$ cat src/rtl/rf_scoreboard.sv
// Issue-side scoreboard for the 8-entry bypassing register file: counts in-flight
// writers per register and stalls issue on hazards the write bypass cannot cover.
module rf_scoreboard (
    input  logic       clk,
    input  logic       rst,
    input  logic       issue,
    input  logic [2:0] read1regsel,
    input  logic       read1used,
    input  logic [2:0] read2regsel,
    input  logic       read2used,
    input  logic [2:0] destregsel,
    input  logic       destvalid,
    input  logic       write,
    input  logic [2:0] writeregsel,
    output logic       stall,
    output logic [7:0] busy,
    output logic       err
);

    logic [1:0] cnt_q [0:7];
    logic [1:0] cnt_d [0:7];
    logic       err_q;
    logic       err_d;

    logic [7:0] ret;
    logic [7:0] inc;
    logic       src1_hazard;
    logic       src2_hazard;
    logic       dest_hazard;
    logic       accept;

    always_comb begin
        ret = 8'h00;
        for (int r = 0; r < 8; r++) begin
            ret[r] = write & (writeregsel == r[2:0]);
        end
    end

    // A lone outstanding writer retiring this cycle is forwarded by the register file.
    always_comb begin
        src1_hazard = read1used & (cnt_q[read1regsel] != 2'd0)
                      & ~(ret[read1regsel] & (cnt_q[read1regsel] == 2'd1));
        src2_hazard = read2used & (cnt_q[read2regsel] != 2'd0)
                      & ~(ret[read2regsel] & (cnt_q[read2regsel] == 2'd1));
        dest_hazard = destvalid & (cnt_q[destregsel] == 2'd3) & ~ret[destregsel];
        stall       = issue & (src1_hazard | src2_hazard | dest_hazard);
        accept      = issue & ~stall & destvalid;
    end

    always_comb begin
        inc   = 8'h00;
        err_d = err_q;
        for (int r = 0; r < 8; r++) begin
            inc[r]   = accept & (destregsel == r[2:0]);
            cnt_d[r] = cnt_q[r];
            if (inc[r] && !ret[r]) begin
                if (cnt_q[r] == 2'd3) begin
                    err_d = 1'b1;
                end else begin
                    cnt_d[r] = cnt_q[r] + 2'd1;
                end
            end else if (ret[r] && !inc[r]) begin
                if (cnt_q[r] == 2'd0) begin
                    err_d = 1'b1;
                end else begin
                    cnt_d[r] = cnt_q[r] - 2'd1;
                end
            end
        end
    end

    always_ff @(posedge clk) begin
        if (rst) begin
            for (int r = 0; r < 8; r++) begin
                cnt_q[r] <= 2'd0;
            end
            err_q <= 1'b0;
        end else begin
            for (int r = 0; r < 8; r++) begin
                cnt_q[r] <= cnt_d[r];
            end
            err_q <= err_d;
        end
    end

    always_comb begin
        busy = 8'h00;
        for (int r = 0; r < 8; r++) begin
            busy[r] = (cnt_q[r] != 2'd0);
        end
    end

    assign err = err_q;

endmodule

$ cat config.mk
export PLATFORM = sky130hd
export DESIGN_NAME = rf_scoreboard
export DESIGN_NICKNAME = d
export VERILOG_FILES = /design/src/rtl/rf_scoreboard.sv
export SDC_FILE = /design/constraint.sdc
export NUM_CORES = 1
export LEC_CHECK = 0
export ABC_AREA = 1
export CAP_MARGIN = 20
export CORE_MARGIN = 5
export CORE_UTILIZATION = 25
export CTS_BUF_LIST = sky130_fd_sc_hd__clkbuf_16
export CTS_CLUSTER_DIAMETER = 200
export CTS_CLUSTER_SIZE = 20
export DETAILED_ROUTE_END_ITERATION = 6
export PLACE_DENSITY = 0.41
export REMOVE_ABC_BUFFERS = 1
export SLEW_MARGIN = 15
export SYNTH_ARGS = -nofsm -noshare
export SYNTH_HDL_FRONTEND = slang
export SYNTH_SLANG_ARGS = --single-unit
$ cat constraint.sdc
create_clock -name clk -period 4.3 [get_ports clk]
set_input_delay 0.86 -clock clk [delete_from_list [all_inputs] [get_ports clk]]
set_output_delay 0.86 -clock clk [all_outputs]
set_load 0.01 [all_outputs]
Yosys cells after proc, flatten, opt, wreduce, memory -nomap -nowiden
Memory sizes are Yosys's and may differ from the RTL's.
Index checks and enable logic that the tools add are counted.
{"block": "totals", "input_bits": 19, "n_memories": 1, "ram_bits": 16, "wordCells": 220, "ff_bits": 1}
{"block": "classes", "bitwise_logic": 41, "addsub": 16, "n_lt_le_gt_ge": 3, "n_reduce_logical": 52, "n_eq_ne": 25, "mux": 81}
{"memory": "cnt_q", "depth": 8, "word_bits": 2, "read_ports": 11, "rd_ports_with_merged_regs": 0, "wr": 8, "line_no": "20", "source": "logic [1:0] cnt_q [0:7];"}
{"cell": "$mux W2", "n": 40}
{"cell": "$mux W1", "n": 38}
{"cell": "$and A1 B1 Y1", "n": 27}
{"cell": "$eq A3 B3 Y1 const B", "n": 8}
{"cell": "$reduce_bool A2 Y1", "n": 10}
{"cell": "$eq A2 B2 Y1 const B", "n": 9}
{"cell": "$add A2 B1 Y2 const B", "n": 8}
{"cell": "$logic_and A1 B1 Y1", "n": 16}
{"cell": "$logic_not A1 Y1", "n": 16}
{"cell": "$logic_not A2 Y1", "n": 8}
{"cell": "$sub A2 B1 Y2 const B", "n": 8}
{"cell": "$eq A3 B2 Y1 const B", "n": 4}
{"cell": "$lt A3 B4 Y1 const B", "n": 3}
{"cell": "$or A1 B1 Y1", "n": 10}
{"cell": "$bmux W1 S3", "n": 3}
{"cell": "$eq A3 B1 Y1 const B", "n": 2}
{"cell": "$logic_not A3 Y1", "n": 2}
{"cell": "$eq A2 B1 Y1 const B", "n": 2}
{"cell": "$not A1 Y1", "n": 4}

Longest topological paths before layout
Gate-level depths: netlist (run 1).
{"block": "logic_depth", "ltp_word": 39, "mapped_depth": 20, "mapped_depth_nobuf": 20}

Least setup slack after synthesis (run 1)
OpenSTA, ideal clock, no wires.
{"block": "synth_path", "kind": "in2reg", "startpoint": "input port read2regsel[0]", "endpoint": "register err_q (netlist: err)", "path_slack_ps": 1527, "path_stages": 16, "t_arrival_ps": 2645, "cell_sequence": "buf_2 -> buf_2 -> o211ai_1 -> nand2_1 -> nand3_1 -> nand2_1 -> nand3_2 -> nand2_2 -> nor2_4 -> nand3_1 -> ha_1 -> nor3b_1 -> nor4_1 -> nand3_1 -> nor2_1 -> nor2_1"}
{"block": "synth_between", "elab_chain_len": 37}
{"element": "start: declaration", "line_no": "9", "source": "input logic [2:0] read2regsel,"}
{"element": "$mem_v2 Z8 W2 or $bmux W1 S3 (tied branches)"}
{"element": "$eq A2 B1 Y1 or $mux W1 (tied branches)", "line_no": "44", "source": "& ~(ret[read2regsel] & (cnt_q[read2regsel] == 2'd1));"}
{"element": "$and A1 B1 Y1", "line_no": "44"}
{"element": "$not A1 Y1", "line_no": "44"}
{"element": "$and A1 B1 Y1 *", "line_no": "44"}
{"element": "$or A1 B1 Y1 * (2 in a row)", "line_no": "46", "source": "stall = issue & (src1_hazard | src2_hazard | dest_hazard);"}
{"element": "$and A1 B1 Y1 *", "line_no": "46"}
{"element": "$not A1 Y1 *", "line_no": "47", "source": "accept = issue & ~stall & destvalid;"}
{"element": "[... 20 more ...]"}
{"element": "$mux W1", "line_no": "62", "source": "end else if (ret[r] && !inc[r]) begin"}
{"element": "$mux W1", "line_no": "56", "source": "if (inc[r] && !ret[r]) begin"}
{"element": "$mux W1", "line_no": "63", "source": "if (cnt_q[r] == 2'd0) begin"}
{"element": "$mux W1", "line_no": "62"}
{"element": "$mux W1", "line_no": "56"}
{"element": "$mux W1", "line_no": "63"}
{"element": "$mux W1", "line_no": "62"}
{"element": "$mux W1 *", "line_no": "56"}
{"element": "end signal: assignment", "line_no": "82", "source": "err_q <= err_d;"}
{"element": "end: declaration", "line_no": "22", "source": "logic err_q;"}
Every way passes the cells marked *; elsewhere a longest branch is shown, timed or not. The select of a mux whose other input is x is not followed.
A chain may end at the register's enable or synchronous reset.

Worst setup path after layout (run 1)
{"block": "layout_path", "startpoint": "input port destregsel[0]", "endpoint": "output port stall"}
{"block": "layout_between", "elab_chain_len": 6}
{"element": "start: declaration", "line_no": "11", "source": "input logic [2:0] destregsel,"}
{"element": "$mem_v2 Z8 W2 or $bmux W1 S3 (tied branches)"}
{"element": "$eq A2 B2 Y1 or $mux W1 (tied branches)", "line_no": "45", "source": "dest_hazard = destvalid & (cnt_q[destregsel] == 2'd3) & ~ret[destregsel];"}
{"element": "$and A1 B1 Y1 or $not A1 Y1 (tied branches)", "line_no": "45"}
{"element": "$and A1 B1 Y1 *", "line_no": "45"}
{"element": "$or A1 B1 Y1 *", "line_no": "46"}
{"element": "$and A1 B1 Y1 *", "line_no": "46"}
{"element": "end: declaration", "line_no": "15", "source": "output logic stall,"}
Marked as above.

==> results of run 1 <==
registers in the layout, indices dropped and copies added, names as in the netlist:
signal,cells
err,1
cnt_q,16
placed cells by master, fill, tap and decap left out, types with 3 or more instances in the layout:
cell               n
a211oi_1           3
a21oi_1           21
buf_4              3
clkbuf_16          3
clkdlybuf4s50_1   28
dfxtp_1           17
ha_1              16
inv_1             49
inv_2              4
nand2_1          134
nand2_2            6
nand3_1           39
nor2_1            54
nor2_2             4
nor2_4             3
nor3b_1            4
o211ai_1           3
o21ai_0           14
kinds of logic after synthesis:
kind of cell             synth area share, %
AO/OA/AOI/OAI                           11.8
adder cells (fa/ha/maj)                 9.25
buffers and inverters                   11.7
flip-flops                              15.7
AND/OR/NAND/NOR                         51.5
metal layers:
metal | vias up | track usage [%]
met5 | - | 0
met4 | 0 | 5.68
met3 | 13 | 0.880
met2 | 66 | 24.7
met1 | 1082 | 21.0
li1 | 1306 | -
worst max-delay path by stage:
stage	startpoint	slack (ns)	endpoint	depth (start not counted)
after floorplan	writeregsel[0]	1.66	err	19
after global placement	destregsel[0]	0.23	stall	12
after detailed placement	destregsel[0]	0.24	stall	12
after CTS	destregsel[0]	0.23	stall	12
after global routing	destregsel[0]	0.07	stall	12
final	destregsel[0]	0.22	stall	12
power groups by stage:
| stage | Sequential (mW) | Combinational, mW | Clock, mW |
|---|---|---|---|
| floorplan | 0.165 | 0.0720 | 0 |
| global placement | 0.166 | 0.135 | 0 |
| detailed placement | 0.165 | 0.134 | 0 |
| CTS | 0.162 | 0.134 | 0.204 |
| global route | 0.162 | 0.150 | 0.211 |
| finish | 0.162 | 0.133 | 0.194 |
worst max-delay path, delay by kind of cell:
kind / cells / cell delay [ns]
buffers and inverters: 3 / 1.37
AND/OR/NAND/NOR: 9 / 0.98
final cells by class:
| type | instances | area, um^2 |
|---|---|---|
| repair buffers | 31 | 303 |
| fillers | 989 | 5970 |
| well taps | 108 | 135 |
| clock inverters | 1 | 3.75 |
| clock buffers | 3 | 75.1 |
| flip-flops and latches | 17 | 340 |
| inverters | 53 | 199 |
| multi-input cells | 317 | 1570 |
==> flow_summary.toml, run 1 <==
[synthesis]
synth_edf_count = 0
postSynthCellCount = 396
synth_cell_types = 30
synth-seq-area-share_pct = 15.7
synth_most_common_cell = "nand2_1"
synthArstFlopShare_pct = 0
ys_warn_count = 0
synthFlopType = "dfxtp_1"
yosysTopAreaCellShare_pct = 23.2
syn_avg_cell_area_um2 = 5.47
synth_area_um2 = 2160
synth_top_cell_by_area = "nand2_1"
netlist_top_cells_count = "nand2_1 (134), nor2_1 (54), inv_1 (48), nand3_1 (39), a21oi_1 (21)"
netlist_top_cells_area = "nand2_1 (23%), dfxtp_1 (16%), nor2_1 (9.4%)"
synth-seq-cells = 17

[place]
dp.final_hpwl_um = 6390
place_inst = 526
io_buffers = 28
preCtsSetupSlack_ns = 0.240
routabilityCongestion = 0.872
place_area_um2 = 2550

[power_and_ir_drop]
total_power_mw = 0.489
ir_worst_vdd_mv = 0.108
p_int_mw = 0.335
power_density_nw_per_um2 = 186
power_frac_comb_pct = 27.2
p_clk_share_pct = 39.7
p_seq_share_pct = 33.1
swShare_pct = 31.5
p_leak_nw = 1.19
p_switching_mw = 0.154

[grt]
grt_max_degree = 18
grt_pass1_vias = 2261
antenna_found_initial = 0
grt_pass1_wl_um = 12200
track_usage_pct = 15.2
grt_overflow = 0

[drt]
vias = 2467
met2_length_um = 3480
met1_length_um = 3750
top_layer_used = "met4"
drt_iter0_drc = 142
wl_met3_um = 284
postRouteAntennaNets = 0
totalWireLength_um = 7750
firstDrtPassIters = 4
drc = 0
wl_per_cell_um = 14.6
avgViaCountPerCell = 4.65

[job]
maxCapViolCount = 0

[setup_path]
crit_required_ns = 3.44
crit_path_max_fanout = 8
worst-setup-path-type = "in -> out"
cp.arrival_ns = 3.22
cpMaxStageDelayCell = "clkdlybuf4s50_1"
r2r_slack_ns = 1.64
rr_startpoint = "cnt_q[6][0]"
rr_endpoint = "err"
critPathMaxStageDelay_ns = 0.68
crit_chain = "clkdlybuf4s50_1 > inv_1 > nor2_2 > nand2_1 > nand4_1 > nand3_1 > nand2_1 > nand2_2 > nand2_2 > nor2_4 > nor2_1 > clkdlybuf4s50_1"
worstSetupEndpointType = "output pin"
cp-start-kind = "input pin"
ff2ff_path_depth = 18

[timing]
fmax_ghz = 0.245
tightest_slew_ns = 0.706
hold_violations = 0
max_slew_margin_pct = 52.8
whs_ns = 0.506
timing.final.ws_setup_ns = 0.222
period_minus_slack_ns = 4.08
fin_crit_sh_pct = 94.8
final-setup-viol-count = 0
slew_viol_final = 0
setup_tns_ns = 0
rsz0062_at_grt = "false"
fin_skew_ns = 0.00260

[clock_tree]
h-tree-depth = 1
cts_buffer_depth = 2
postCtsHoldBufs = 0
clock-sinks = 17
tritoncts = "yes"
ctsResizeCount = 0
clk_latency_ns = 0.26
clkTransAtPathRegs_ns = 0.05
cts_buffers = 3
post-cts-setup-buffers = 0
cts_root_buf = "clkbuf_16"

[cells_and_area]
n_antenna_cell = 0
final_cells = 530
utilization_pct = 30.6
nNetsFinal = 458
drive_above_1_share_pct = 6.87
syn_to_final_growth_pct = 21.3
design_area_um2 = 2630

[floorplan]
die_area_um2 = 10600
chipHeight_um = 103
start_util_pct = 25.2
fp-row-count = 34
core_region_area_um2 = 8590
dieWidth_um = 103
io-pin-count = 29

[hold_path]
holdPathEnd = "cnt_q[5][0]"
hp-start = "cnt_q[5][0]"
hold_path_class = "reg -> reg"
holdPathStages = 2

[status]
status = "complete, no violations"
Power figures use the tool's default switching activity.
==> run 2, diff against run 1 <==
--- a/config.mk
+++ b/config.mk
@@ -7,7 +7,6 @@
 export LEC_CHECK = 0
 export ABC_AREA = 1
 export CAP_MARGIN = 20
-export CORE_MARGIN = 5
 export CORE_UTILIZATION = 25
 export CTS_BUF_LIST = sky130_fd_sc_hd__clkbuf_16
 export CTS_CLUSTER_DIAMETER = 200
@@ -15,6 +14,7 @@
 export DETAILED_ROUTE_END_ITERATION = 6
 export PLACE_DENSITY = 0.41
 export REMOVE_ABC_BUFFERS = 1
+export SKIP_LAST_GASP = 1
 export SLEW_MARGIN = 15
 export SYNTH_ARGS = -nofsm -noshare
 export SYNTH_HDL_FRONTEND = slang
==> flow_summary.toml, run 2 (same netlist as run 1, synthesis figures left out) <==
[status]
status = "complete, no violations"

[setup_path]
cp-start-kind = "input pin"
crit_path_max_fanout = 8
cp.arrival_ns = 3.06
cpMaxStageDelayCell = "clkdlybuf4s50_1"
crit_chain = "clkdlybuf4s50_1 > inv_1 > nor2_2 > nand2_1 > nand4_1 > nand3_1 > nand2_1 > nand2_2 > nand2_2 > nor2_4 > nor2_1 > clkdlybuf4s50_1"
critPathMaxStageDelay_ns = 0.67
worst-setup-path-type = "in -> out"
worstSetupEndpointType = "output pin"
crit_required_ns = 3.44

[hold_path]
hold_path_class = "reg -> reg"

[drt]
firstDrtPassIters = 6
vias = 2544
postRouteAntennaNets = 0
drc = 0
drt_iter0_drc = 213
avgViaCountPerCell = 4.83
totalWireLength_um = 7830
wl_per_cell_um = 14.9

[clock_tree]
cts_buffer_depth = 2
clk_latency_ns = 0.26
clkTransAtPathRegs_ns = 0.06
post-cts-setup-buffers = 0
cts_root_buf = "clkbuf_16"
clock-sinks = 17
cts_buffers = 3
h-tree-depth = 1
ctsResizeCount = 0
tritoncts = "yes"
postCtsHoldBufs = 0

[floorplan]
chipHeight_um = 95.1
dieWidth_um = 95.1
fp-row-count = 33
core_region_area_um2 = 8300
die_area_um2 = 9030
start_util_pct = 26.1
io-pin-count = 29

[cells_and_area]
utilization_pct = 31.6
nNetsFinal = 458
syn_to_final_growth_pct = 21.3
n_fill_cell = 946
final_common_cell = "nand2_1"
regMostFlops = "cnt_q"
n_antenna_cell = 0
largest_register_ffs = 16
mostFrequentLayoutCells = "nand2_1 (134), nor2_1 (54), inv_1 (48)"
drive_above_1_share_pct = 7.11
design_area_um2 = 2630

[timing]
fin_crit_sh_pct = 91.3
fmax_ghz = 0.255
fin_skew_ns = 0.00272
tightest_slew_ns = 0.755
rsz0062_at_grt = "false"
hold_violations = 0
timing.final.ws_setup_ns = 0.376
period_minus_slack_ns = 3.92
max_slew_margin_pct = 49.5
slew_viol_final = 0
final-setup-viol-count = 0
setup_tns_ns = 0

[place]
io_buffers = 28
routabilityCongestion = 0.921
place_area_um2 = 2540
dp.final_hpwl_um = 6390
preCtsSetupSlack_ns = 0.394

[grt]
grt_max_degree = 18
antenna_found_initial = 0
grt_pass1_vias = 2447
grt_pass1_wl_um = 12500
grt_overflow = 0
track_usage_pct = 18.7

[power_and_ir_drop]
swShare_pct = 32.6
p_seq_share_pct = 32.5
p_switching_mw = 0.163
power_frac_comb_pct = 26.8
p_leak_nw = 1.18
ir_worst_vdd_mv = 0.123
total_power_mw = 0.501
p_clk_share_pct = 40.7
power_density_nw_per_um2 = 191
p_int_mw = 0.337

[job]
maxCapViolCount = 0
==> run 2: cell count changes in the layout (fill, tap and decap cells not counted), sizes merged <==
cell	delta
clkinvlp	+1
inv	-1
==> run 2: path summary, 6_finish.rpt <==
| kind | slack (ns) | start | end | cells after the start |
|---|---|---|---|---|
| setup / recovery | 0.38 | destregsel[0] | stall | 12 |
| hold / removal | 0.52 | cnt_q[3][0] | cnt_q[3][0] | 2 |
| setup reg to reg | 1.63 | cnt_q[2][0] | cnt_q[0][0] | 15 |
| hold reg to reg | 0.52 | cnt_q[3][0] | cnt_q[3][0] | 2 |
==> run 2: metal layers <==
layer	up-vias	global-route usage (%)	wire, um
met5	-	0	0
met4	0	8.08	294
met3	20	1.91	381
met2	88	30.2	3390
met1	1131	25.0	3770
li1	1305	-	-
==> run 2: cell type report <==
| type | count | area [um^2] | area share (%) |
|---|---|---|---|
| Multi-Input combinational cell | 317 | 1570 | 59.8 |
| Sequential cell | 17 | 340 | 13.0 |
| Timing Repair Buffer | 31 | 303 | 11.5 |
| Inverter | 53 | 199 | 7.58 |
| Tap cell | 105 | 131 | 5.00 |
| Clock buffer | 3 | 75.1 | 2.86 |
| Clock inverter | 1 | 7.51 | 0.286 |
==> run 2: power groups by stage <==
stage	Clock [mW]	Combinational [mW]	Sequential, mW
6_report	0.204	0.134	0.163
4_1_cts	0.209	0.134	0.163
3_5_place_dp	0	0.133	0.166
3_3_place_gp	0	0.136	0.166
2_1_floorplan	0	0.0720	0.165
5_1_grt	0.212	0.149	0.163
==> run 2: worst max-delay path, delay by kind of cell <==
| kind | cells | cell delay [ns] |
|---|---|---|
| buffers and inverters | 3 | 1.34 |
| and+or+nand+nor | 9 | 0.88 |
==> run 2: per-stage QoR <==
stage / hold slack [ns] / cells
after floorplan: 0.468 / 387
after global placement: 0.508 / 523
after detailed placement: 0.506 / 523
after CTS: 0.517 / 527
after global routing: 0.554 / 527
final: 0.516 / 527
==> run 3, diff against run 2 <==
--- a/config.mk
+++ b/config.mk
@@ -7,12 +7,12 @@
 export LEC_CHECK = 0
 export ABC_AREA = 1
 export CAP_MARGIN = 20
-export CORE_UTILIZATION = 25
+export CORE_UTILIZATION = 45
 export CTS_BUF_LIST = sky130_fd_sc_hd__clkbuf_16
 export CTS_CLUSTER_DIAMETER = 200
 export CTS_CLUSTER_SIZE = 20
 export DETAILED_ROUTE_END_ITERATION = 6
-export PLACE_DENSITY = 0.41
+export PLACE_DENSITY = 0.65
 export REMOVE_ABC_BUFFERS = 1
 export SKIP_LAST_GASP = 1
 export SLEW_MARGIN = 15
==> flow_summary.toml, run 3 (same netlist as run 1, synthesis figures left out) <==
[status]
status = "finished with violations"
violations = "design-rule violations"

[clock_tree]
ctsResizeCount = 0
h-tree-depth = 1
clkTransAtPathRegs_ns = 0.05
cts_buffer_depth = 2
postCtsHoldBufs = 0
clk_latency_ns = 0.25
post-cts-setup-buffers = 0
tritoncts = "yes"
cts_buffers = 3
clock-sinks = 17
cts_root_buf = "clkbuf_16"

[floorplan]
fp-row-count = 24
die_area_um2 = 5090
start_util_pct = 48.4
chipHeight_um = 71.4
dieWidth_um = 71.4
core_region_area_um2 = 4470
io-pin-count = 29

[grt]
grt_max_degree = 18
grt_pass1_vias = 2275
use_met2_pct = 44.7
track_usage_pct = 28.6
grt_pass1_wl_um = 11100
grt.busiest_layer = "met2"
antenna_found_initial = 0
grt_util_met3_pct = 4.36
met1_usage_pct = 39.6
grt_overflow = 0

[setup_path]
cp-start-kind = "input pin"
crit_buf_inv = 3
cp.arrival_ns = 3.11
critPathMaxStageDelay_ns = 0.68
worst-setup-path-type = "in -> out"
crit_required_ns = 3.44
crit_path_max_fanout = 9
worstSetupEndpointType = "output pin"
path_delay_family = "buffers and inverters"
cpMaxStageDelayCell = "clkdlybuf4s50_1"
rr_startpoint = "cnt_q[2][0]"
path_common_cell = "nand2_1"
crit_chain = "clkdlybuf4s50_1 > nand2_1 > inv_1 > nand2_1 > nand2_1 > nor2_1 > nand3_1 > nand2_1 > nand2_2 > nand2_2 > nor2_4 > nor2_1 > clkdlybuf4s50_1"
startpoint = "destregsel[1]"

[cells_and_area]
regMostFlops = "cnt_q"
final_common_cell = "nand2_1"
drive_above_1_share_pct = 6.65
n_antenna_cell = 0
nNetsFinal = 457
mostFrequentLayoutCells = "nand2_1 (134), nor2_1 (54), inv_1 (49)"
syn_to_final_growth_pct = 17.7
largest_register_ffs = 16

[job]
maxCapViolCount = 0

[timing]
rsz0062_at_grt = "false"
slew_viol_final = 0
setup_tns_ns = 0
fmax_ghz = 0.252
tightest_slew_ns = 0.610
max_slew_margin_pct = 59.2
fin_skew_ns = 0.00125
period_minus_slack_ns = 3.97
final-setup-viol-count = 0
hold_violations = 0
fin_crit_sh_pct = 92.3

[place]
io_buffers = 28
routabilityCongestion = 1.02
dp.final_hpwl_um = 5360

[hold_path]
hold_path_class = "reg -> reg"
hp-start = "cnt_q[1][0]"

[drt]
drc = 2
totalWireLength_um = 6710
wl_per_cell_um = 14.2
drt_iter0_drc = 274
firstDrtPassIters = 6
avgViaCountPerCell = 5.26
postRouteAntennaNets = 0
vias = 2487

[power_and_ir_drop]
total_power_mw = 0.475
p_leak_nw = 1.18
power_density_nw_per_um2 = 186
ir_worst_vdd_mv = 0.263
-- run 3: changes by cell type in the layout (fill, tap and decap cells not counted) --
cell	previous run	this run
clkinvlp_4	1	0
buf_4	3	2
inv_1	48	49
-- run 3: path summary, 6_finish.rpt --
kind | end | slack, ns | cells after the start
setup / recovery | stall | 0.33 | 13
hold / removal | cnt_q[1][0] | 0.51 | 2
setup reg to reg | err | 1.60 | 18
hold reg to reg | cnt_q[1][0] | 0.51 | 2
-- run 3: per-stage QoR --
stage / instances / setup WS (ns) / instance area [um^2] / utilization [%] / hold WS [ns]
finish: 473 / 0.332 / 2550 / 57.0 / 0.512
global placement: 469 / 0.360 / 2470 / 55.2 / 0.501
detailed placement: 469 / 0.314 / 2470 / 55.2 / 0.507
floorplan: 387 / 1.66 / 2110 / - / 0.468
CTS: 473 / 0.315 / 2550 / 57.0 / 0.513
global route: 473 / 0.0656 / 2550 / 57.0 / 0.565
-- run 3: layout make-up --
class                      count  area (um^2)
clock inverter                 1         3.75
timing repair buffer          30          295
tap                           52         65.1
sequential                    17          340
clock buffer                   3         75.1
fill                         472         1930
multi-input combinational    317         1570
inverter                      53          199
-- run 3: where the power goes --
group / switching [mW] / internal [mW] / leakage, nW
registers: 0.00257 / 0.160 / 0.137
logic: 0.0781 / 0.0500 / 1.00
clock network: 0.0606 / 0.124 / 0.0423
-- run 3: per-layer routing --
| layer | vias up | part of all wire (%) |
|---|---|---|
| met5 | - | 0 |
| met4 | 0 | 1.8 |
| met3 | 10 | 8.6 |
| met2 | 102 | 42 |
| met1 | 1067 | 48 |
| li1 | 1308 | - |
-- run 3: worst reg2reg max path: cells and delay by family (launching register included) --
kind	cells	cell delay, ns
simple gates	14	1.52
flops	1	0.45
buf+inv	2	0.21
fa+ha+maj	1	0.21
compound gates	1	0.16
